$ cat src/rtl/replica_run_ctrl.sv
// Annealing run sequencer: opt step on all replicas, wait for every completion,
// exchange step with alternating pairing, repeated run_times times.
// Optional build macro RUN_ABORT_EN: run_write with run_times==0 during a run
// requests a clean stop at the end of the current iteration.
module replica_run_ctrl #(
  parameter int NODE_NUM = 32,
  parameter int TIMES_W  = 24
) (
  input  logic                clk,
  input  logic                reset,
  input  logic                run_write,
  input  logic [TIMES_W-1:0]  run_times,
  output logic                opt_run,
  input  logic [NODE_NUM-1:0] opt_done,
  output logic                exchange_run,
  output logic                exchange_odd,
  input  logic                exchange_done,
  output logic                running,
  output logic [TIMES_W-1:0]  remaining
);

  typedef enum logic [2:0] {IDLE, OPT, OWAIT, EXCH, EWAIT} state_t;

  localparam logic [TIMES_W-1:0] ONE = TIMES_W'(1);

  state_t              state, state_nxt;
  logic [NODE_NUM-1:0] done_mask, done_mask_nxt;
  logic [NODE_NUM-1:0] done_seen;
  logic [TIMES_W-1:0]  remaining_nxt;
  logic                odd_nxt;
  logic                running_nxt;
  logic                abort_hit;

  assign done_seen = done_mask | opt_done;

`ifdef RUN_ABORT_EN
  logic abort_q;

  // Sticky stop request; the iteration in flight always finishes both steps.
  always_ff @(posedge clk or posedge reset) begin
    if (reset)
      abort_q <= 1'b0;
    else if (state_nxt == IDLE)
      abort_q <= 1'b0;
    else if (running && run_write && (run_times == '0))
      abort_q <= 1'b1;
  end

  assign abort_hit = abort_q;
`else
  assign abort_hit = 1'b0;
`endif

  always_comb begin
    state_nxt     = state;
    done_mask_nxt = done_mask;
    remaining_nxt = remaining;
    odd_nxt       = exchange_odd;
    running_nxt   = running;
    case (state)
      IDLE: begin
        if (run_write && (run_times != '0)) begin
          state_nxt     = OPT;
          remaining_nxt = run_times;
          odd_nxt       = 1'b0;
          done_mask_nxt = '0;
          running_nxt   = 1'b1;
        end
      end
      OPT: begin
        done_mask_nxt = '0;
        state_nxt     = OWAIT;
      end
      OWAIT: begin
        // The final pulse is counted in the cycle it arrives.
        done_mask_nxt = done_seen;
        if (&done_seen)
          state_nxt = EXCH;
      end
      EXCH: state_nxt = EWAIT;
      EWAIT: begin
        if (exchange_done) begin
          if ((remaining == ONE) || abort_hit) begin
            state_nxt     = IDLE;
            remaining_nxt = '0;
            running_nxt   = 1'b0;
          end else begin
            state_nxt     = OPT;
            remaining_nxt = remaining - ONE;
            odd_nxt       = ~exchange_odd;
          end
        end
      end
      default: state_nxt = IDLE;
    endcase
  end

  // Step pulses are registered from the next state so they coincide with OPT/EXCH.
  always_ff @(posedge clk or posedge reset) begin
    if (reset) begin
      state        <= IDLE;
      done_mask    <= '0;
      remaining    <= '0;
      exchange_odd <= 1'b0;
      running      <= 1'b0;
      opt_run      <= 1'b0;
      exchange_run <= 1'b0;
    end else begin
      state        <= state_nxt;
      done_mask    <= done_mask_nxt;
      remaining    <= remaining_nxt;
      exchange_odd <= odd_nxt;
      running      <= running_nxt;
      opt_run      <= (state_nxt == OPT);
      exchange_run <= (state_nxt == EXCH);
    end
  end

endmodule

$ cat config.mk
export PLATFORM = sky130hd
export DESIGN_NAME = replica_run_ctrl
export DESIGN_NICKNAME = d
export VERILOG_FILES = /design/src/rtl/replica_run_ctrl.sv
export SDC_FILE = /design/constraint.sdc
export NUM_CORES = 1
export LEC_CHECK = 0
export CAP_MARGIN = 25
export CORE_UTILIZATION = 50
export CTS_BUF_LIST = sky130_fd_sc_hd__clkbuf_8
export DETAILED_ROUTE_END_ITERATION = 16
export PLACE_DENSITY_LB_ADDON = 0.12
export SETUP_SLACK_MARGIN = 0.2
export SLEW_MARGIN = 20
export SYNTH_ARGS = -nofsm -noshare
export SYNTH_HDL_FRONTEND = slang
export SYNTH_SLANG_ARGS = --single-unit
$ cat constraint.sdc
create_clock -name clk -period 2.7 [get_ports clk]
set_clock_uncertainty 0.1 [all_clocks]
set_input_delay 0.405 -clock clk [delete_from_list [all_inputs] [get_ports clk]]
set_output_delay 0.405 -clock clk [all_outputs]
set_load 0.01 [all_outputs]
**Yosys cells after proc, flatten, opt, wreduce, memory -nomap -nowiden**

Cells that the tools add are included.

- Bits in registers: 63
- Output and inout port bits: 28

- $add $sub $neg: 1
- Eq/ne operators: 11
- Mux-type cells: 19
- Bitwise gates (word level): 2
- Reductions and logical operators: 10

Operators with widths:

| cell | number |
|---|---|
| $pmux 32 s3 | 1 |
| $mux 24 | 3 |
| $pmux 24 s2 | 1 |
| $mux 32 | 1 |
| $or 32x32->32 | 1 |
| $reduce_and 32->1 | 1 |
| $eq 24x1->1 const B | 1 |
| $reduce_bool 24->1 | 1 |
| $sub 24x1->24 const B | 1 |
| $pmux 3 s5 | 1 |
| $eq 3x2->1 const B | 3 |
| $mux 3 | 3 |
| $ne 2x2->1 const B | 4 |
| $reduce_and 4->1 | 2 |
| $mux 1 | 7 |
| $eq 3x1->1 const B | 2 |
| $pmux 1 s2 | 2 |
| $eq 3x3->1 const B | 1 |
| $logic_not 3->1 | 1 |
| $reduce_and 3->1 | 1 |
| $reduce_bool 3->1 | 1 |
| $reduce_and 2->1 | 1 |
| $reduce_bool 2->1 | 1 |
| $logic_and 1x1->1 | 1 |
| $not 1->1 | 1 |

**Logic depth before layout (Yosys ltp)**

- Depth after elaboration: 5
- Gate-level depth with buffers: 8
- Depth with buffers taken out: 7

**Least setup slack after synthesis**

No wires, ideal clock.

- Path kind: register to register
- From: register remaining[0]
- To: register remaining[22]
- Arrival: 2040 ps
- Path slack: 430 ps
- Cell stages (with the launch flop): 9
- Period minus slack after synthesis: 2270 ps
- Path through: dfrtp_1 inv_1 ha_1 or4b_1 buf_2 or3_1 a211oi_1 o21ai_0 o2bb2ai_1

- Cells in the longest elaborated chain, start to end: 4
- Elaborated cells between the ends (all ways): 5
- Those cells by class: add/sub: 1; eq/ne: 1; mux: 3

RTL lines:

| what | line | RTL |
|---|---|---|
| start, declared | 19 | `output logic [TIMES_W-1:0] remaining` |
| start signal, assigned | 111 | `remaining <= remaining_nxt;` |
| $sub 24x1->24 / $eq 24x1->1 (equally long branches) | 89, 83 |  |
| $mux 24 * | 83 | `if ((remaining == ONE) \|\| abort_hit) begin` |
| $mux 24 * | 82 | `if (exchange_done) begin` |
| $pmux 24 s2 * | 60 | `case (state)` |

Every way passes the cells marked *; elsewhere a longest branch is shown, timed or not. The select of a mux whose other input is x is not followed.
A chain may end at the register's enable or synchronous reset.

**Worst setup path in the final report**

Same ends and word-level chain as after synthesis.

==> flow_metrics.py <==
metrics = {
    "worst_hold_path": {
        "min_path_type": "input port to async pin",
    },
    "timing": {
        "setup_viol": 0,
        "fmax_mhz": 430,
        "finalWorstSetupSlack_ns": 0.375,
        "tns_ns": 0,
        "period_minus_slack_ns": 2.32,
        "holdWs_ns": 0.343,
        "rsz0062_at_grt": "no",
        "hold_violations": 0,
        "finalCritPeriodShare": 0.861,
        "maxSlewHeadroom": 0.663,
        "worst_slew_pin_slew_ns": 0.504,
        "slew_viol_final": 0,
    },
    "route": {
        "vias_per_cell": 6.10,
        "ant_nets": 0,
        "wl_um": 8970,
        "routedWlPerCell_um": 17.1,
        "vias": 3205,
        "drcViolationCount": 0,
        "drt_iter0_drc": 102,
        "dr.pass1.iters": 5,
    },
    "synth": {
        "synthFlopType": "dfrtp_1",
        "synthTopCellsByArea": "dfrtp_1, nor2_1, a21oi_1, o2bb2ai_1, nor4_1",
        "yosysMostFrequentCell": "dfrtp_1",
        "syn-cell-area_um2": 3290,
        "synth_cell_type_count": 50,
        "synth_cells": 351,
        "synth_commonest_cells": "dfrtp_1, nor2_1, a21oi_1, o21ai_0, nor4_1",
        "synth_edf_count": 0,
        "async_reset_ff_frac": 1.00,
        "yosys.area.top_type_share": 0.479,
        "synth_top_cell_by_area": "dfrtp_1",
        "ys_warn_count": 0,
        "avgSynthCellArea_um2": 9.38,
        "synth-seq-cells": 63,
        "yosysSeqAreaShare": 0.479,
        "syn-num-nets": 413,
    },
    "final_layout": {
        "regArea_um2": 1580,
        "finalNetCount": 505,
        "fin_util": 0.714,
        "antenna_cells": 0,
        "drive_gt1_frac": 0.103,
        "area_growth_pct": 37.7,
        "final_cell_area_um2": 4530,
        "nFillCells": 494,
        "layoutNonFillerInstCount": 525,
        "multi_input_area_um2": 1600,
    },
    "floorplanning": {
        "die_h_um": 83.2,
        "die_width_um": 83.2,
        "die_area_um2": 6910,
        "core_um2": 6350,
        "rows": 29,
        "io_pins": 88,
        "start_util": 0.519,
    },
    "critical_path": {
        "criticalPathCategory": "flip-flop to flip-flop",
        "end_kind": "flip-flop",
        "cp_data_arrival_time_ns": 2.45,
        "crit_fanout": 8,
        "cp.required_ns": 2.83,
        "critPathLaunchType": "flip-flop",
    },
    "clock_network": {
        "cts-hold-fix-buffers": 0,
        "cts-resized-gates": 0,
        "clk_path_buf_depth": 2,
        "clkSinkCount": 63,
        "cts-root-buf": "clkbuf_8",
        "cts_tree": "done",
        "cts-buffers-inserted": 9,
        "clk_pin_slew_worst_paths_ns": 0.08,
        "postCtsSetupBuffers": 0,
        "htreeDepth": 3,
        "clk_latency_ns": 0.34,
    },
    "pwr": {
        "fin_total_pwr_mw": 5.17,
        "power_density_nw_per_um2": 1140,
        "p_leak_nw": 1.83,
        "ir_worst_vdd_mv": 0.713,
    },
    "placement": {
        "placed_cells": 509,
        "place.gp.congestion": 0.907,
        "hpwlAfterDp_um": 6310,
        "port_buffers": 87,
        "pre_cts_ws_ns": 0.164,
        "placed_cell_area_um2": 4320,
    },
    "job": {
        "cap_violations": 0,
    },
    "grt": {
        "antenna_found_initial": 0,
        "overflow": 0,
        "grt_pass1_vias": 3130,
        "grt_max_degree": 64,
        "grt_use_total": 0.273,
        "grt_pass1_wl_um": 15100,
    },
    "status": {
        "outcome": "finished clean",
    },
}
==> critical path, cell delays in order, from the launching register on <==
cell       delay (ns)
dfrtp_1          0.47
inv_1            0.11
ha_1             0.26
or4b_1           0.47
or3_1            0.31
a211oi_1         0.23
o21ai_0          0.12
o2bb2ai_1        0.13
==> state kept, by name, summed over array words and instances (netlist names) <==
name	count
done_mask	32
exchange_odd	1
exchange_run	1
opt_run	1
remaining	24
running	1
state	3
==> final cells by class <==
| class | count | share of cell area |
|---|---|---|
| well taps | 77 | 0.0212 |
| repair buffers | 101 | 0.225 |
| clock buffers | 9 | 0.0273 |
| inverters | 8 | 0.00662 |
| clock inverters | 7 | 0.0196 |
| multi-input cells | 260 | 0.352 |
| flip-flops and latches | 63 | 0.348 |
==> cells by family (layout without fill, tap and decap cells) <==
kind of cell,after synthesis,after routing,share of synthesized area
mux,1,1,0.00304
buf+inv,28,125,0.0414
fa+ha+maj,2,2,0.00760
xor+xnor,1,1,0.00266
compound gates,131,131,0.270
simple gates,125,125,0.197
flops,63,63,0.479
==> worst paths after layout <==
kind / from / to / slack [ns] / cells after the start
worst max-delay path: remaining[0] / remaining[22] / 0.38 / 7
worst min-delay path: reset / remaining[23] / 0.34 / 3
worst max register to register: remaining[0] / remaining[22] / 0.38 / 7
worst min register to register: done_mask[4] / done_mask[4] / 0.40 / 2
max in group asynchronous: reset / running / 1.88 / 3
min in group clk: done_mask[4] / done_mask[4] / 0.40 / 2
==> routing by layer <==
layer	part of all wire	vias to the layer above	routed length, um	GRT usage
li1	-	1527	-	-
met5	0	-	0	0
met1	0.43	1539	3820	0.354
met4	0.021	0	184	0.0925
met2	0.50	121	4460	0.466
met3	0.057	18	511	0.0457
==> where the power goes <==
| part | switching (mW) | leakage (nW) | internal, mW |
|---|---|---|---|
| registers | 0.451 | 0.802 | 1.35 |
| logic | 1.29 | 0.923 | 1.19 |
| clock network | 0.380 | 0.106 | 0.513 |
| total | 2.12 | 1.83 | 3.06 |
==> cells in the final DEF (no fill, tap or decap), types with 3 or more instances in the layout <==
master / synthesis / layout
o21ai_1: 4 / 4
nor3_1: 13 / 13
and3_1: 3 / 3
o2bb2ai_1: 15 / 15
dfrtp_1: 63 / 63
nand2_1: 15 / 15
nor4_1: 19 / 19
o31a_2: 4 / 4
a22o_1: 6 / 6
o31ai_1: 3 / 3
or3_1: 3 / 3
a32oi_1: 8 / 8
nor2_1: 49 / 49
nor3_2: 3 / 3
buf_12: 0 / 3
buf_4: 1 / 10
o22ai_1: 16 / 16
nand4_1: 4 / 4
inv_1: 8 / 8
clkdlybuf4s50_1: 0 / 87
a21oi_1: 33 / 33
clkbuf_8: 0 / 9
a22oi_1: 6 / 6
nand3_1: 3 / 3
o21ai_0: 22 / 22
(Power assumes the default switching activity.)
